===== config.mk =====
export PLATFORM = sky130hd
export DESIGN_NAME = booth_mul_arbiter
export DESIGN_NICKNAME = d
export VERILOG_FILES = /design/src/rtl/booth_mul_arbiter.sv
export SDC_FILE = /design/constraint.sdc
export NUM_CORES = 1
export LEC_CHECK = 0
export ABC_AREA = 1
export CORE_AREA = 8 8 93 95
export CTS_BUF_LIST = sky130_fd_sc_hd__clkbuf_2 sky130_fd_sc_hd__clkbuf_4 sky130_fd_sc_hd__clkbuf_8
export CTS_CLUSTER_DIAMETER = 120
export DETAILED_ROUTE_END_ITERATION = 8
export DIE_AREA = 0 0 101 103
export PLACE_DENSITY = 0.82
export SLEW_MARGIN = 25
export SYNTH_ARGS = -nofsm -noshare
export SYNTH_HDL_FRONTEND = slang
export SYNTH_SLANG_ARGS = --single-unit
export TNS_END_PERCENT = 100

===== constraint.sdc =====
create_clock -name clk -period 2.4 [get_ports clk]
set_clock_uncertainty 0.05 [all_clocks]
set_input_delay 0.6 -clock clk [delete_from_list [all_inputs] [get_ports clk]]
set_output_delay 0.6 -clock clk [all_outputs]
set_load 0.01 [all_outputs]

===== src/rtl/booth_mul_arbiter.sv =====
// Round-robin front end that shares one start/busy signed multiplier among N_REQ
// requesters and returns each product on a tagged response channel with a watchdog.
module booth_mul_arbiter #(
  parameter int N_REQ   = 4,
  parameter int W       = 8,
  parameter int TIMEOUT = 64
) (
  input  logic                     clk,
  input  logic                     rst_n,
  input  logic [N_REQ-1:0]         req_valid,
  output logic [N_REQ-1:0]         req_ready,
  input  logic [N_REQ*W-1:0]       req_a,
  input  logic [N_REQ*W-1:0]       req_b,
  output logic                     rsp_valid,
  input  logic                     rsp_ready,
  output logic [$clog2(N_REQ)-1:0] rsp_id,
  output logic [2*W-1:0]           rsp_data,
  output logic                     rsp_err,
  output logic                     mul_start,
  output logic [W-1:0]             mul_a,
  output logic [W-1:0]             mul_b,
  input  logic                     mul_busy,
  input  logic [2*W-1:0]           mul_ab
);

  localparam int IDW = $clog2(N_REQ);
  localparam int WDW = $clog2(TIMEOUT + 1);

  typedef enum logic [2:0] {
    S_IDLE,
    S_ISSUE,
    S_WAIT_BUSY,
    S_WAIT_DONE,
    S_RESP
  } state_t;

  state_t           r_state;
  state_t           w_state_next;
  logic [IDW-1:0]   r_rr;
  logic [IDW-1:0]   r_id;
  logic [WDW-1:0]   r_wdog;
  logic             r_mul_start;
  logic [W-1:0]     r_mul_a;
  logic [W-1:0]     r_mul_b;
  logic             r_rsp_valid;
  logic [IDW-1:0]   r_rsp_id;
  logic [2*W-1:0]   r_rsp_data;
  logic             r_rsp_err;

  logic             w_any;
  logic [IDW-1:0]   w_gnt;
  logic [IDW:0]     w_sum;
  logic [IDW-1:0]   w_idx;
  logic [IDW-1:0]   w_rr_inc;
  logic [W-1:0]     w_sel_a;
  logic [W-1:0]     w_sel_b;
  logic             w_waiting;
  logic             w_timeout;
  logic             w_done;
  logic             w_wd_fire;

  // Scan from rr upward with wrap; iterating high-to-low lets the nearest valid win.
  always_comb begin
    w_any = 1'b0;
    w_gnt = '0;
    w_sum = '0;
    w_idx = '0;
    for (int k = N_REQ - 1; k >= 0; k--) begin
      w_sum = {1'b0, r_rr} + (IDW+1)'(k);
      w_idx = (w_sum >= (IDW+1)'(N_REQ)) ? IDW'(w_sum - (IDW+1)'(N_REQ)) : IDW'(w_sum);
      if (req_valid[w_idx]) begin
        w_any = 1'b1;
        w_gnt = w_idx;
      end
    end
  end

  assign w_rr_inc = (w_gnt == IDW'(N_REQ - 1)) ? '0 : w_gnt + 1'b1;
  assign w_sel_a  = req_a[w_gnt*W +: W];
  assign w_sel_b  = req_b[w_gnt*W +: W];

  for (genvar gi = 0; gi < N_REQ; gi++) begin : g_ready
    assign req_ready[gi] = rst_n && (r_state == S_IDLE) && w_any && (w_gnt == IDW'(gi));
  end

  // A normal completion on the final watchdog cycle still returns the real product.
  assign w_waiting = (r_state == S_WAIT_BUSY) || (r_state == S_WAIT_DONE);
  assign w_timeout = (r_wdog >= WDW'(TIMEOUT - 1));
  assign w_done    = (r_state == S_WAIT_DONE) && !mul_busy;
  assign w_wd_fire = w_waiting && w_timeout && !w_done;

  always_ff @(posedge clk or negedge rst_n) begin
    if (!rst_n) begin
      r_state <= S_IDLE;
    end else begin
      r_state <= w_state_next;
    end
  end

  always_comb begin
    w_state_next = r_state;
    case (r_state)
      S_IDLE:      if (w_any) w_state_next = S_ISSUE;
      S_ISSUE:     w_state_next = S_WAIT_BUSY;
      S_WAIT_BUSY: begin
        if (w_wd_fire) begin
          w_state_next = S_RESP;
        end else if (mul_busy) begin
          w_state_next = S_WAIT_DONE;
        end
      end
      S_WAIT_DONE: if (w_done || w_wd_fire) w_state_next = S_RESP;
      S_RESP:      if (rsp_ready) w_state_next = S_IDLE;
      default:     w_state_next = S_IDLE;
    endcase
  end

  always_ff @(posedge clk or negedge rst_n) begin
    if (!rst_n) begin
      r_rr        <= '0;
      r_id        <= '0;
      r_wdog      <= '0;
      r_mul_start <= 1'b0;
      r_mul_a     <= '0;
      r_mul_b     <= '0;
      r_rsp_valid <= 1'b0;
      r_rsp_id    <= '0;
      r_rsp_data  <= '0;
      r_rsp_err   <= 1'b0;
    end else begin
      r_mul_start <= 1'b0;
      case (r_state)
        S_IDLE: begin
          if (w_any) begin
            r_mul_start <= 1'b1;
            r_mul_a     <= w_sel_a;
            r_mul_b     <= w_sel_b;
            r_id        <= w_gnt;
            r_rr        <= w_rr_inc;
            r_wdog      <= '0;
          end
        end
        S_WAIT_BUSY, S_WAIT_DONE: begin
          r_wdog <= r_wdog + 1'b1;
          if (w_done) begin
            r_rsp_valid <= 1'b1;
            r_rsp_id    <= r_id;
            r_rsp_data  <= mul_ab;
            r_rsp_err   <= 1'b0;
          end else if (w_wd_fire) begin
            r_rsp_valid <= 1'b1;
            r_rsp_id    <= r_id;
            r_rsp_data  <= '0;
            r_rsp_err   <= 1'b1;
          end
        end
        S_RESP: begin
          if (rsp_ready) r_rsp_valid <= 1'b0;
        end
        default: begin
        end
      endcase
    end
  end

  assign mul_start = r_mul_start;
  assign mul_a     = r_mul_a;
  assign mul_b     = r_mul_b;
  assign rsp_valid = r_rsp_valid;
  assign rsp_id    = r_rsp_id;
  assign rsp_data  = r_rsp_data;
  assign rsp_err   = r_rsp_err;

endmodule


==> results.py, run 1 <==
metrics = {
    "pwr": {
        "combPwrFrac_pct": 71.2,
        "peakVddDrop_uv": 729,
        "power_switching_share_pct": 47.3,
        "static-leakage-power_nw": 2.65,
        "p_per_area_mw_per_mm2": 1400,
        "p_int_w": 0.00371,
        "p_sw_w": 0.00332,
        "power_frac_clock_pct": 7.4,
        "p_total_w": 0.00703,
        "pwr-share-seq_pct": 21.4,
    },
    "flow_run": {
        "maxCapViolCount": 0,
    },
    "worst_setup_path": {
        "cpMostUsedCell": "buf_4",
        "reg2reg_to": "mul_a[6]",
        "end_kind": "output pin",
        "worstRegToRegCells": 12,
        "crit_arrival_ps": 2140,
        "crit_path_cell_trace": "clkinvlp_4 -> buf_4 -> o21ai_1 -> nand3_2 -> nand2_4 -> buf_4 -> ha_2 -> inv_2 -> nor2_2 -> buf_2",
        "r2r-start": "r_rr[0]",
        "crit_buf_inv": 5,
        "path_class": "register to output pin",
        "cpMaxStageDelayCell": "dfrtp_2",
        "critPathLaunchType": "register",
        "required_ps": 1750,
        "regToRegSetupSlack_ps": 150,
        "crit_family": "buffers and inverters",
        "slowest_delay_ps": 510,
        "cp_max_fo": 7,
    },
    "clock_tree": {
        "root_buffer": "clkbuf_8",
        "cts_max_level": 2,
        "clkLatencyLatePin_ps": 310,
        "cts_hold_buf": 0,
        "numCtsBuffers": 5,
        "clk_pin_slew_ps": 100,
        "cts_tree": "built",
        "cts.sinks": 51,
        "clock_path_buffers": 2,
    },
    "cells_and_area": {
        "fillers": 550,
        "drive_above_1_share_pct": 18.0,
        "insertedDiodeCount": 0,
        "nets": 704,
        "instances_no_fill": 711,
        "area_growth_pct": 59.1,
        "layout_common_cells": "nand2_1, clkdlybuf4s50_1, inv_1",
        "layout_commonest_cell": "nand2_1",
    },
    "timing": {
        "rsz0062_at_grt": "yes",
        "whs_ps": 365,
        "slew_headroom_pct": 57.5,
        "period_share_pct": 116,
        "finalMaxSlewViolations": 0,
        "setup_violations": 4,
        "fin_ws_ps": -390,
        "worst_slew_pin_slew_ps": 637,
        "fin_crit_ps": 2790,
        "setup-tns-final_ps": -1350,
        "hold_violations": 0,
        "fmax_ghz": 0.358,
    },
    "routing": {
        "drcViolationCount": 0,
        "drtAntennaViolNets": 0,
        "drt_iter0_drc": 193,
        "routed_wl_um": 10500,
        "viasPerCell": 4.89,
        "vias": 3476,
        "dr.pass1.iters": 7,
        "wl_per_cell_um": 14.8,
    },
    "logic_synthesis": {
        "synth_top_cell_by_area": "dfrtp_1",
        "synthXorXnorAreaFrac_pct": 0.277,
        "ys_warn_count": 0,
        "synth.distinct_cells": 27,
        "synth_edf_count": 0,
        "ys_ff_latch": 51,
        "yosysSeqAreaShare_pct": 40.4,
        "synthFlopType": "dfrtp_1",
        "syn-cell-area_mm2": 0.00316,
        "avgSynthCellArea_um2": 6.97,
        "synth_top_family_by_area": "simple AND/OR/NAND/NOR gates",
        "async_flop_share_pct": 100,
        "synth_compound_area_share_pct": 9.12,
        "synth_nets": 546,
        "synthTopCellsByArea": "dfrtp_1, nand2_1, nand3_1",
        "synth_top_area_share_pct": 40.4,
        "synth_mux_area_share_pct": 0,
        "synth_fa_ha_area_share_pct": 1.98,
        "synthSimpleGateAreaFrac_pct": 33.9,
        "syn_inst": 453,
    },
    "placement": {
        "gp_congestion": 0.895,
        "numPortBuffers": 128,
        "dp_cells": 691,
        "dpl.hpwl_um": 7600,
    },
    "die": {
        "start_util_pct": 44.2,
        "core_mm2": 0.00714,
        "fp-row-count": 31,
        "die_w_um": 101,
        "die_y_um": 103,
        "die_area_mm2": 0.0104,
        "ioPinCount": 129,
    },
    "status": {
        "violations": "setup timing",
        "status": "finished, violations left",
    },
    "global_routing": {
        "grt_max_degree": 52,
        "grt.total_usage_pct": 19.8,
        "overflow": 0,
        "grt_pass1_wl_um": 16600,
        "antenna_found_initial": 0,
        "grt_pass1_vias": 3480,
    },
    "min_path": {
        "min_path_type": "input pin to async pin",
    },
}
## through the flow
stage | util (%) | setup slack (ps) | cell area, um2
3_3_place_gp | 65.4 | -900 | 4670
6_report | 70.4 | -390 | 5020
4_1_cts | 69.1 | -333 | 4930
5_1_grt | 70.4 | -454 | 5020
3_5_place_dp | 65.4 | -1020 | 4670
2_1_floorplan | - | 7.31 | 3170
## final cells by class
type | instances | area, um2 | area share [%]
multi-input combinational | 294 | 1610 | 32.1
timing repair buffer | 168 | 1560 | 31.1
sequential | 51 | 1280 | 25.4
inverter | 90 | 344 | 6.85
tap | 99 | 124 | 2.47
clock buffer | 5 | 68.8 | 1.37
clock inverter | 3 | 26.3 | 0.523
timing repair inverter | 1 | 7.51 | 0.149
## power groups by stage
stage               Clock, W  Combinational [W]  Sequential, W
finish              0.000522            0.00500        0.00151
global route        0.000563            0.00551        0.00155
global placement           0            0.00424        0.00148
CTS                 0.000531            0.00478        0.00149
detailed placement         0            0.00437        0.00150
floorplan                  0            0.00256        0.00161
## routing by layer
metal	up-vias	wire length (um)	track usage (%)
met3	16	821	4.25
li1	1719	-	-
met1	1594	4510	24.4
met4	0	181	5.73
met5	-	0	0
met2	147	5020	34.1
## worst max path at each step
stage	from	endpoint	slack, ps	cells after the start
after floorplan	req_valid[3]	req_ready[1]	7	11
after CTS	r_rr[0]	req_ready[2]	-330	12
after global placement	req_valid[1]	req_ready[1]	-900	13
final	r_rr[0]	req_ready[2]	-390	10
after global routing	r_rr[0]	req_ready[2]	-450	12
after detailed placement	req_valid[1]	req_ready[0]	-1020	13
## cell families after synthesis
logic type | Yosys count
buffers and inverters | 108
AO/OA/AOI/OAI | 40
flip-flops | 51
adder cells (fa/ha/maj) | 5
AND/OR/NAND/NOR | 248
XOR/XNOR | 1
## sequential cells by signal, indices dropped and copies added (netlist names)
signal / count
r_state: 3
rsp_id: 2
r_id: 2
mul_b: 8
r_rr: 2
r_wdog: 7
rsp_data: 16
mul_start: 1
rsp_valid: 1
rsp_err: 1
mul_a: 8
## timing repair
item,4_1_cts,5_1_grt
pin swaps,26,8
cloned,1,0
buffers inserted,10,2
resized for setup,58,22
setup endpoints to repair,4,37
## Yosys cell counts (2+ instances only)
cell	instances
dfrtp_1	51
nor3_1	2
o21ai_1	2
o21ai_0	10
nand3_2	2
ha_1	5
buf_2	13
a21oi_1	5
nand3_1	76
buf_6	4
nand2_1	143
nand2_2	5
inv_2	4
nor2_1	16
o22ai_1	2
nor2_2	2
inv_1	86
a22o_1	16
Note: power is estimated with default switching activity, not from simulation.
==> run 2, diff against run 1 <==
--- a/config.mk
+++ b/config.mk
@@ -6,6 +6,7 @@
 export NUM_CORES = 1
 export LEC_CHECK = 0
 export ABC_AREA = 1
+export CAP_MARGIN = 30
 export CORE_AREA = 8 8 93 95
 export CTS_BUF_LIST = sky130_fd_sc_hd__clkbuf_2 sky130_fd_sc_hd__clkbuf_4 sky130_fd_sc_hd__clkbuf_8
 export CTS_CLUSTER_DIAMETER = 120
==> results of run 2 <==
The final DEF is identical to that of run 1; final timing and power are the same.
